[config.mk]
export PLATFORM = sky130hd
export DESIGN_NAME = cen_mean_controller
export DESIGN_NICKNAME = d
export VERILOG_FILES = /design/src/rtl/cen_mean_controller.sv
export SDC_FILE = /design/constraint.sdc
export NUM_CORES = 1
export LEC_CHECK = 0
export ABC_AREA = 1
export CORE_MARGIN = 8
export CORE_UTILIZATION = 51
export DETAILED_ROUTE_END_ITERATION = 12
export PLACE_DENSITY = 0.9
export SLEW_MARGIN = 20
export SYNTH_ARGS = -nofsm -noshare
export SYNTH_HDL_FRONTEND = slang
export SYNTH_SLANG_ARGS = --single-unit
[constraint.sdc]
create_clock -name clk -period 4.4 [get_ports clk]
set_input_delay 0.44 -clock clk [delete_from_list [all_inputs] [get_ports clk]]
set_output_delay 0.44 -clock clk [all_outputs]
set_load 0.03 [all_outputs]
[src/rtl/cen_mean_controller.sv]
// cen_mean_controller
// Sequences the centering stage of the whitening front end. It accumulates
// 2^LOG2_N samples on each of four signed channels, pulses the shared CEN
// divider (registered 1-cycle arithmetic shift by LOG2_N) once, captures the
// four means and offers them downstream with a valid/ready handshake.
//
// Optional feature: define CEN_ROUND_EN to add 2^(LOG2_N-1) to each divider
// input. This turns the divider's floor division into round-half-up division.
// The state machine and the latency are the same with or without it.
module cen_mean_controller #(
  parameter int SAMPLE_W     = 14,
  parameter int LOG2_N       = 7,
  parameter int SUM_W        = 21,
  parameter int RES_W        = 16,
  parameter int AUTO_RESTART = 0
) (
  input  logic                clk,
  input  logic                rst,
  input  logic                start,
  input  logic                s_valid,
  output logic                s_ready,
  input  logic [SAMPLE_W-1:0] s_ch1,
  input  logic [SAMPLE_W-1:0] s_ch2,
  input  logic [SAMPLE_W-1:0] s_ch3,
  input  logic [SAMPLE_W-1:0] s_ch4,
  output logic                div_en,
  output logic [SUM_W-1:0]    div_sum1,
  output logic [SUM_W-1:0]    div_sum2,
  output logic [SUM_W-1:0]    div_sum3,
  output logic [SUM_W-1:0]    div_sum4,
  input  logic [RES_W-1:0]    div_res1,
  input  logic [RES_W-1:0]    div_res2,
  input  logic [RES_W-1:0]    div_res3,
  input  logic [RES_W-1:0]    div_res4,
  output logic                mean_valid,
  input  logic                mean_ready,
  output logic [RES_W-1:0]    mean1,
  output logic [RES_W-1:0]    mean2,
  output logic [RES_W-1:0]    mean3,
  output logic [RES_W-1:0]    mean4,
  output logic                busy,
  output logic [LOG2_N-1:0]   sample_cnt
);

  typedef enum logic [2:0] {
    IDLE   = 3'd0,
    ACCUM  = 3'd1,
    DIVIDE = 3'd2,
    WAIT   = 3'd3,
    HOLD   = 3'd4
  } state_t;

  state_t state, next_state;

  logic [SAMPLE_W-1:0] smp [4];
  logic [SUM_W-1:0]    acc [4];
  logic [RES_W-1:0]    res [4];
  logic [RES_W-1:0]    mean_q [4];
  logic [SUM_W-1:0]    sum [4];

  logic accept;
  logic clear;

  assign smp[0] = s_ch1;
  assign smp[1] = s_ch2;
  assign smp[2] = s_ch3;
  assign smp[3] = s_ch4;

  assign res[0] = div_res1;
  assign res[1] = div_res2;
  assign res[2] = div_res3;
  assign res[3] = div_res4;

  // A sample is taken only while in ACCUM; sums restart on every entry to ACCUM.
  assign accept = (state == ACCUM) && s_valid;
  assign clear  = (state != ACCUM) && (next_state == ACCUM);

`ifdef CEN_ROUND_EN
  // Half an LSB of the quotient, so the shift rounds half-up instead of flooring.
  localparam int ROUND_BIAS = 1 << (LOG2_N - 1);
  assign sum[0] = acc[0] + SUM_W'(ROUND_BIAS);
  assign sum[1] = acc[1] + SUM_W'(ROUND_BIAS);
  assign sum[2] = acc[2] + SUM_W'(ROUND_BIAS);
  assign sum[3] = acc[3] + SUM_W'(ROUND_BIAS);
`else
  assign sum[0] = acc[0];
  assign sum[1] = acc[1];
  assign sum[2] = acc[2];
  assign sum[3] = acc[3];
`endif

  assign div_sum1 = sum[0];
  assign div_sum2 = sum[1];
  assign div_sum3 = sum[2];
  assign div_sum4 = sum[3];

  assign mean1 = mean_q[0];
  assign mean2 = mean_q[1];
  assign mean3 = mean_q[2];
  assign mean4 = mean_q[3];

  // State register; reset abandons any block in flight.
  always_ff @(posedge clk) begin
    // NOTE: sequential state uses non-blocking assignment so every register
    // samples the pre-edge values, regardless of statement order.
    if (rst) state <= IDLE;
    else     state <= next_state;
  end

  // Next-state decode plus the state-decoded strobes.
  always_comb begin
    // NOTE: every output of this block gets a default first, so no branch can
    // leave one unassigned and infer a latch.
    next_state = state;
    s_ready    = 1'b0;
    div_en     = 1'b0;
    busy       = (state != IDLE);
    case (state)
      IDLE: begin
        if (start) next_state = ACCUM;
      end
      ACCUM: begin
        s_ready = 1'b1;
        if (s_valid && (sample_cnt == '1)) next_state = DIVIDE;
      end
      DIVIDE: begin
        div_en     = 1'b1;
        next_state = WAIT;
      end
      WAIT: begin
        next_state = HOLD;
      end
      HOLD: begin
        if (mean_valid && mean_ready)
          next_state = (AUTO_RESTART != 0) ? ACCUM : IDLE;
      end
      default: next_state = IDLE;
    endcase
  end

  // Per-channel accumulators and the accepted-sample counter.
  always_ff @(posedge clk) begin
    if (rst || clear) begin
      for (int i = 0; i < 4; i++) acc[i] <= '0;
      sample_cnt <= '0;
    end else if (accept) begin
      for (int i = 0; i < 4; i++)
        acc[i] <= acc[i] + {{(SUM_W-SAMPLE_W){smp[i][SAMPLE_W-1]}}, smp[i]};
      // Wraps to zero on the last sample of the block.
      sample_cnt <= sample_cnt + LOG2_N'(1);
    end
  end

  // Capture divider results in WAIT and hold them until downstream accepts.
  always_ff @(posedge clk) begin
    if (rst) begin
      for (int i = 0; i < 4; i++) mean_q[i] <= '0;
      mean_valid <= 1'b0;
    end else if (state == WAIT) begin
      for (int i = 0; i < 4; i++) mean_q[i] <= res[i];
      mean_valid <= 1'b1;
    end else if ((state == HOLD) && mean_ready) begin
      mean_valid <= 1'b0;
    end
  end

endmodule
Yosys cells after proc, flatten, opt, wreduce, memory -nomap -nowiden
Memories as Yosys holds them, arrays and structs flattened.
Cells that the tools add are included.
{ "totals": {"regBits": 11, "ram_bits": 148, "input_bits": 125, "output_inout_bits": 159, "elab_cells": 60, "memories": 2} }
{ "memory_table": {"columns": ["memory", "depth", "word_bits", "read_ports", "rd_ports_with_merged_regs", "write_ports", "line_no", "source"], "rows": [
  ["acc", 4, 21, 4, 0, 4, "56", "logic [SUM_W-1:0] acc [4];"],
  ["mean_q", 4, 16, 4, 0, 4, "58", "logic [RES_W-1:0] mean_q [4];"]
]} }
{ "op_classes": {"addsub": 5, "n_eq_ne": 7, "muxes": 26, "bitwise_logic": 8, "reduce_logical": 9} }
{ "op_table": {"columns": ["cell", "n"], "rows": [
  ["21-bit adder", 4],
  ["21-bit two-way mux", 4],
  ["16-bit two-way mux", 4],
  ["3-bit case mux with 5 select lines", 1],
  ["1-bit two-way mux", 14],
  ["3-bit two-way mux", 3],
  ["1-bit OR", 8],
  ["7-bit by 1-bit adder with 7-bit output (second input constant)", 1],
  ["7-bit == test (second input constant)", 1],
  ["3-bit by 1-bit == test with 1-bit output (second input constant)", 2],
  ["3-bit by 2-bit == test with 1-bit output (second input constant)", 2],
  ["1-bit logical AND", 5],
  ["3-bit == test (second input constant)", 1],
  ["3-bit logical NOT", 1],
  ["3-bit by 1-bit != test with 1-bit output (second input constant)", 1],
  ["3-bit nonzero test", 1],
  ["2-bit nonzero test", 1],
  ["1-bit logical OR", 1]
]} }

Longest topological paths before layout
Gate-level depths: netlist of the first run.
{ "logic_depth": {"word_depth": 10, "ltp_mapped": 13, "ltp_nobuf": 13} }

Worst setup path after synthesis of the first run
Ideal clock, no wire load.
{ "synth_timing": {"path_kind": "register -> register", "from": "reg state[2]", "to": "mem acc[0][0] (enable)", "setup_time_ns": 0.445, "arrival_time_ns": 2.746, "required_ns": 3.955, "slack_ns": 1.209, "stages_incl_launch_ff": 4, "path_buffers": 0, "period_less_slack_ns": 3.191, "path_cell_list": "dfxtp_1 > nor3_4 > nand2_4 > nand2_1"} }
{ "synth_lines": {"columns": ["item", "line_no", "source"], "rows": [
  ["start: declaration", "53", "state_t state, next_state;"],
  ["start signal: assignment", "107", "else state <= next_state;"],
  ["end: declaration", "56", null]
]} }

==> flow_metrics.py, run 1 <==
metrics = {
    "outcome": {
        "status": "complete, no violations",
    },
    "clock_tree": {
        "cts_buffer_depth": 2,
        "cts_buffers": 17,
        "cts_tree": "built",
        "ctsResizeCount": 0,
        "root_buffer": "clkbuf_16",
        "hold_buffers": 0,
        "post_cts.repair.setup_buffers": 0,
        "clkTransAtPathRegs_ns": 0.07,
        "clock_latency_ns": 0.43,
        "htreeDepth": 4,
        "cts_sinks": 159,
    },
    "timing": {
        "finClkSkew_ns": 0.0181,
        "fmax_mhz": 399,
        "final_max_slew_viol_count": 0,
        "setup_viol": 0,
        "hold_viol_final": 0,
        "rsz0062_at_grt": "no",
        "timing.final.ws_setup_ns": 1.89,
        "fin_crit_sh": 0.570,
        "tightest_slew_ns": 0.877,
        "maxSlewHeadroom": 0.415,
        "setup_tns_ns": 0,
        "period_minus_slack_ns": 2.51,
    },
    "critical_path": {
        "path_buf_inv": 3,
        "r2r_start": "state[1]",
        "path_delay_family": "simple AND/OR/NAND/NOR gates",
        "cpMaxStageDelayCell": "nand2_4",
        "r2r_slack_ns": 1.89,
        "crit_cells": 8,
        "path_cells": "inv_1 > nand2_1 > nor2_1 > nand2_1 > nand2_2 > inv_1 > nand2_4 > buf_4",
        "cp-end-kind": "flop",
        "cp_max_fo": 57,
        "r2r_end": "acc[3][4]",
        "cpPeakStageDelay_ns": 0.64,
        "start_kind": "flop",
        "worstSetupPathType": "flop to flop",
        "crit_required_ns": 4.51,
        "crit_arrival_ns": 2.62,
        "crit_end": "acc[3][4]",
        "crit_start": "state[1]",
        "ff2ff_path_depth": 8,
    },
    "synthesis": {
        "synthTopCellsByCount": "nand2_1, inv_1, nor2_1",
        "synth_sequential_area_ratio": 0.414,
        "yosys_warnings": 0,
        "synth_edf_count": 148,
        "netlist_area_mm2": 0.0113,
        "synthArstFlopShare": 0,
        "synth_cells": 1561,
        "synth_ff_type": "edfxtp_1",
        "avgSynthCellArea_um2": 7.21,
        "synth_most_common_cell": "nand2_1",
        "netlist.area_leader.share": 0.395,
        "yosys.area.top_type": "edfxtp_1",
        "synth_area_leaders": "edfxtp_1, nand2_1, inv_1, ha_1, nor2_1",
        "synth_seq_cells": 159,
        "yosysUniqueCellTypes": 29,
        "syn_nets": 1771,
    },
    "placement": {
        "finalWeightedCongestion": 0.964,
        "dpl.hpwl_um": 27200,
        "numPortBuffers": 283,
        "pre_cts_slack_ns": 1.64,
    },
    "power": {
        "p_total_mw": 4.65,
        "p_leak_nw": 7.51,
        "power.density_mw_per_mm2": 310,
        "peakVddDrop_uv": 267,
    },
    "drt": {
        "via_per_inst": 5.16,
        "vias": 11100,
        "route.layer.met1.wl_um": 12700,
        "first_iter_violations": 803,
        "routed-wl-met2_um": 16600,
        "ant_nets": 0,
        "routed_wl_um": 34200,
        "top_layer": "met4",
        "first_pass_iters": 5,
        "wl_per_cell_um": 15.9,
        "drcViolationCount": 0,
        "route.met3.wl_um": 4070,
    },
    "global_route": {
        "first_global_vias": 10900,
        "grt_overflow": 0,
        "grt_pass1_wl_um": 52600,
        "gr-usage-all-layers": 0.245,
        "antenna_found_initial": 1,
        "grt_max_degree": 58,
    },
    "die": {
        "die_w_um": 165,
        "core_mm2": 0.0218,
        "die_y_um": 165,
        "rows": 54,
        "start_util": 0.517,
        "die_area_mm2": 0.0271,
        "io_pins": 284,
    },
    "cells_and_area": {
        "nets": 2064,
        "regArea_mm2": 0.00466,
        "drive_gt1_frac": 0.0246,
        "fill_cells": 1733,
        "synthToLayoutAreaGrowth_pct": 33.4,
        "multi_input_area_mm2": 0.00536,
        "final_util": 0.690,
    },
    "hold_path": {
        "whs_path_depth": 2,
        "min_path_type": "flop to flop",
    },
    "flow_run": {
        "max_cap_viol_count": 0,
    },
}
[flip-flops by register name, summed over array words and instances, names as in the netlist]
| register | count |
|---|---|
| sample_cnt | 7 |
| acc | 84 |
| state | 3 |
| mean_q | 64 |
| mean_valid | 1 |
[tightest hold or removal path: cells and delay by family, from the launching register on]
| kind | cells | cell delay, ns |
|---|---|---|
| AND/OR/NAND/NOR | 2 | 0.13 |
| flip-flops | 1 | 0.32 |
[where the power goes]
group	switching (mW)	internal, mW	total (mW)
logic	0.832	0.511	1.34
registers	0.0572	1.75	1.80
clock network	0.680	0.827	1.51
total	1.57	3.08	4.65
[area by class of cell]
| class | count | share of cell area |
|---|---|---|
| Antenna cell | 2 | 0.000333 |
| Clock buffer | 20 | 0.0305 |
| Clock inverter | 12 | 0.00816 |
| Inverter | 311 | 0.0777 |
| Multi-Input combinational cell | 1076 | 0.357 |
| Sequential cell | 159 | 0.311 |
| Tap cell | 280 | 0.0233 |
| Timing Repair Buffer | 289 | 0.192 |
[cells in the final DEF, fill, tap and decap left out, drive strengths merged, types with 16 or more instances in the layout]
| master | netlist | final |
|---|---|---|
| a21oi | 97 | 97 |
| clkbuf | 6 | 20 |
| clkdlybuf4s50 | 0 | 283 |
| edfxtp | 148 | 148 |
| ha | 81 | 81 |
| inv | 311 | 317 |
| nand2 | 490 | 490 |
| nand3 | 94 | 94 |
| nor2 | 222 | 222 |
| nor3 | 16 | 16 |
[kinds of logic after synthesis]
kind of cell,count (synthesis),share of synthesized area
and+or+nand+nor,849,0.305
buffers and inverters,326,0.110
DFF,159,0.414
AOI/OAI and AO/OA,126,0.0607
adders and majority gates,85,0.0972
xor gates and xnor gates,16,0.0125
[worst min-delay path by stage]
stage	startpoint	end	slack, ns
6_report	mean_valid	mean_valid	0.49
2_1_floorplan	state[0]	state[1]	0.51
5_1_grt	mean_valid	mean_valid	0.53
3_3_place_gp	sample_cnt[6]	sample_cnt[6]	0.47
3_5_place_dp	mean_valid	mean_valid	0.48
4_1_cts	mean_valid	mean_valid	0.49
[routing by layer]
metal | GRT usage | up-vias
met4 | 0.0823 | 0
met1 | 0.262 | 5006
li1 | - | 5510
met3 | 0.0945 | 63
met2 | 0.434 | 507
met5 | 0 | -
[stage by stage]
stage / area, um^2 / hold slack [ns] / std cells
floorplan: 11300 / 0.506 / 1561
global placement: 14400 / 0.471 / 2115
detailed placement: 14400 / 0.478 / 2115
CTS: 15000 / 0.492 / 2147
global route: 15000 / 0.532 / 2148
finish: 15000 / 0.488 / 2149
(Power assumes the default switching activity.)
==> run 2: changes to the inputs <==
==> constraint.sdc (replaced) <==
create_clock -name clk -period 2.4 [get_ports clk]
set_input_delay 0.24 -clock clk [delete_from_list [all_inputs] [get_ports clk]]
set_output_delay 0.24 -clock clk [all_outputs]
set_load 0.03 [all_outputs]
==> run 2 against run 1 <==
Compared with the run above: sequential share of layout area shrank 0.42 points; global-route usage grew 1.6 points; cell count grew 1.1%; routed wire length grew 3.3%; flip-flop and latch count is the same; sequential power grew 83%; die area is the same; first-iteration DRC count shrank 1.7%; via count grew 1.4%; critical path type is now flop to output pin.
==> flow_metrics.py, run 2 (same netlist as run 1, synthesis figures left out) <==
metrics = {
    "timing": {
        "timing.final.ws_setup_ns": 0.236,
        "period_minus_slack_ns": 2.16,
        "maxSlewHeadroom": 0.603,
        "fmax_mhz": 462,
        "finClkSkew_ns": 0.0135,
        "setup_viol": 0,
        "tightest_slew_ns": 0.595,
        "hold_viol_final": 0,
        "fin_crit_sh": 0.902,
        "final_max_slew_viol_count": 0,
        "rsz0062_at_grt": "no",
    },
    "drt": {
        "wl_per_cell_um": 16.3,
        "routed_wl_um": 35300,
        "via_per_inst": 5.17,
        "first_iter_violations": 789,
        "ant_nets": 0,
        "first_pass_iters": 6,
        "drcViolationCount": 0,
        "vias": 11200,
    },
    "cells_and_area": {
        "synthToLayoutAreaGrowth_pct": 35.3,
        "layout_commonest_cell": "nand2_1",
        "final_area_mm2": 0.0152,
        "largest-register": "acc",
        "largest_reg_flops": 84,
        "fill_cells": 1746,
        "drive_gt1_frac": 0.0370,
        "final_cell_mix": "nand2_1, inv_1, clkdlybuf4s50_1",
        "largest_registers": "acc: 84 flops, mean_q: 64 flops, sample_cnt: 7 flops",
        "nets": 2087,
    },
    "placement": {
        "dpl.hpwl_um": 28400,
        "place_area_mm2": 0.0146,
        "pre_cts_slack_ns": -0.0715,
        "numPortBuffers": 283,
        "finalWeightedCongestion": 0.964,
    },
    "critical_path": {
        "crit_start": "state[1]",
        "crit_required_ns": 2.16,
        "start_kind": "flop",
        "cp-end-kind": "output pin",
        "crit_arrival_ns": 1.92,
        "worstSetupPathType": "flop to output pin",
        "cp_max_fo": 4,
        "r2r_start": "acc[0][0]",
        "r2r_slack_ns": 0.27,
        "crit_end": "div_en",
        "ff2ff_path_depth": 11,
        "r2r_end": "acc[0][14]",
    },
    "global_route": {
        "grt_overflow": 0,
        "antenna_found_initial": 3,
        "grt_max_degree": 67,
        "gr-usage-all-layers": 0.260,
        "grt_pass1_wl_um": 55900,
        "first_global_vias": 11300,
    },
    "die": {
        "die_y_um": 165,
        "die_area_mm2": 0.0271,
        "die_w_um": 165,
        "io_pins": 284,
        "start_util": 0.517,
        "rows": 54,
        "core_mm2": 0.0218,
    },
    "clock_tree": {
        "post_cts.repair.setup_buffers": 0,
        "cts_buffer_depth": 2,
        "cts_buffers": 17,
        "hold_buffers": 0,
        "clock_latency_ns": 0.43,
        "cts_sinks": 159,
        "root_buffer": "clkbuf_16",
        "clkTransAtPathRegs_ns": 0.08,
        "htreeDepth": 4,
        "ctsResizeCount": 0,
        "cts_tree": "built",
    },
    "power": {
        "p_total_mw": 8.57,
        "power.density_mw_per_mm2": 563,
        "p_leak_nw": 7.66,
        "peakVddDrop_uv": 497,
    },
    "outcome": {
        "status": "complete, no violations",
    },
    "flow_run": {
        "max_cap_viol_count": 0,
    },
    "hold_path": {
        "min_path_type": "input pin to flop",
    },
}
==> run 2: metal layers <==
metal  global-route usage  vias up  share of wire
li1                     -     5555              -
met1                0.280     5076           0.36
met2                0.453      532           0.49
met3                0.100       76           0.12
met4                0.104        0          0.032
met5                    0        -              0
==> run 2: per-stage QoR <==
stage	utilization	instances	hold slack (ns)	TNS (ns)
after floorplan	-	1561	0.309	0
after global placement	0.673	2138	0.466	-0.0147
after detailed placement	0.673	2138	0.480	-0.230
after CTS	0.699	2170	0.427	0
after global routing	0.700	2173	0.445	0
final	0.700	2173	0.439	0
==> run 2: final cells by class <==
type,instances,area [um^2],share of cell area
sequential,159,4660,0.306
timing repair buffer,312,3100,0.204
clock inverter,14,143,0.00937
tap,280,350,0.0230
multi-input combinational,1076,5360,0.352
inverter,311,1170,0.0767
antenna,3,7.51,0.000493
clock buffer,18,429,0.0282
==> run 2: worst min path at each step <==
| stage | start | to | depth (start not counted) |
|---|---|---|---|
| floorplan | rst | state[0] | 1 |
| global placement | sample_cnt[5] | sample_cnt[5] | 2 |
| detailed placement | sample_cnt[5] | sample_cnt[5] | 2 |
| CTS | rst | state[0] | 2 |
| global route | div_res1[5] | mean_q[0][5] | 3 |
| finish | rst | state[0] | 2 |
==> run 2: worst max-delay path: stages, from the launching register on <==
cell and delay [ns]:
dfxtp_1 0.40, inv_1 0.11, nor2_1 0.10, nand2_1 0.07, inv_1 0.10, clkdlybuf4s50_1 0.71
==> run 2: where the power goes <==
part           switching [mW]  internal (mW)
Sequential              0.106           3.20
Clock                    1.33           1.40
Combinational            1.55          0.985
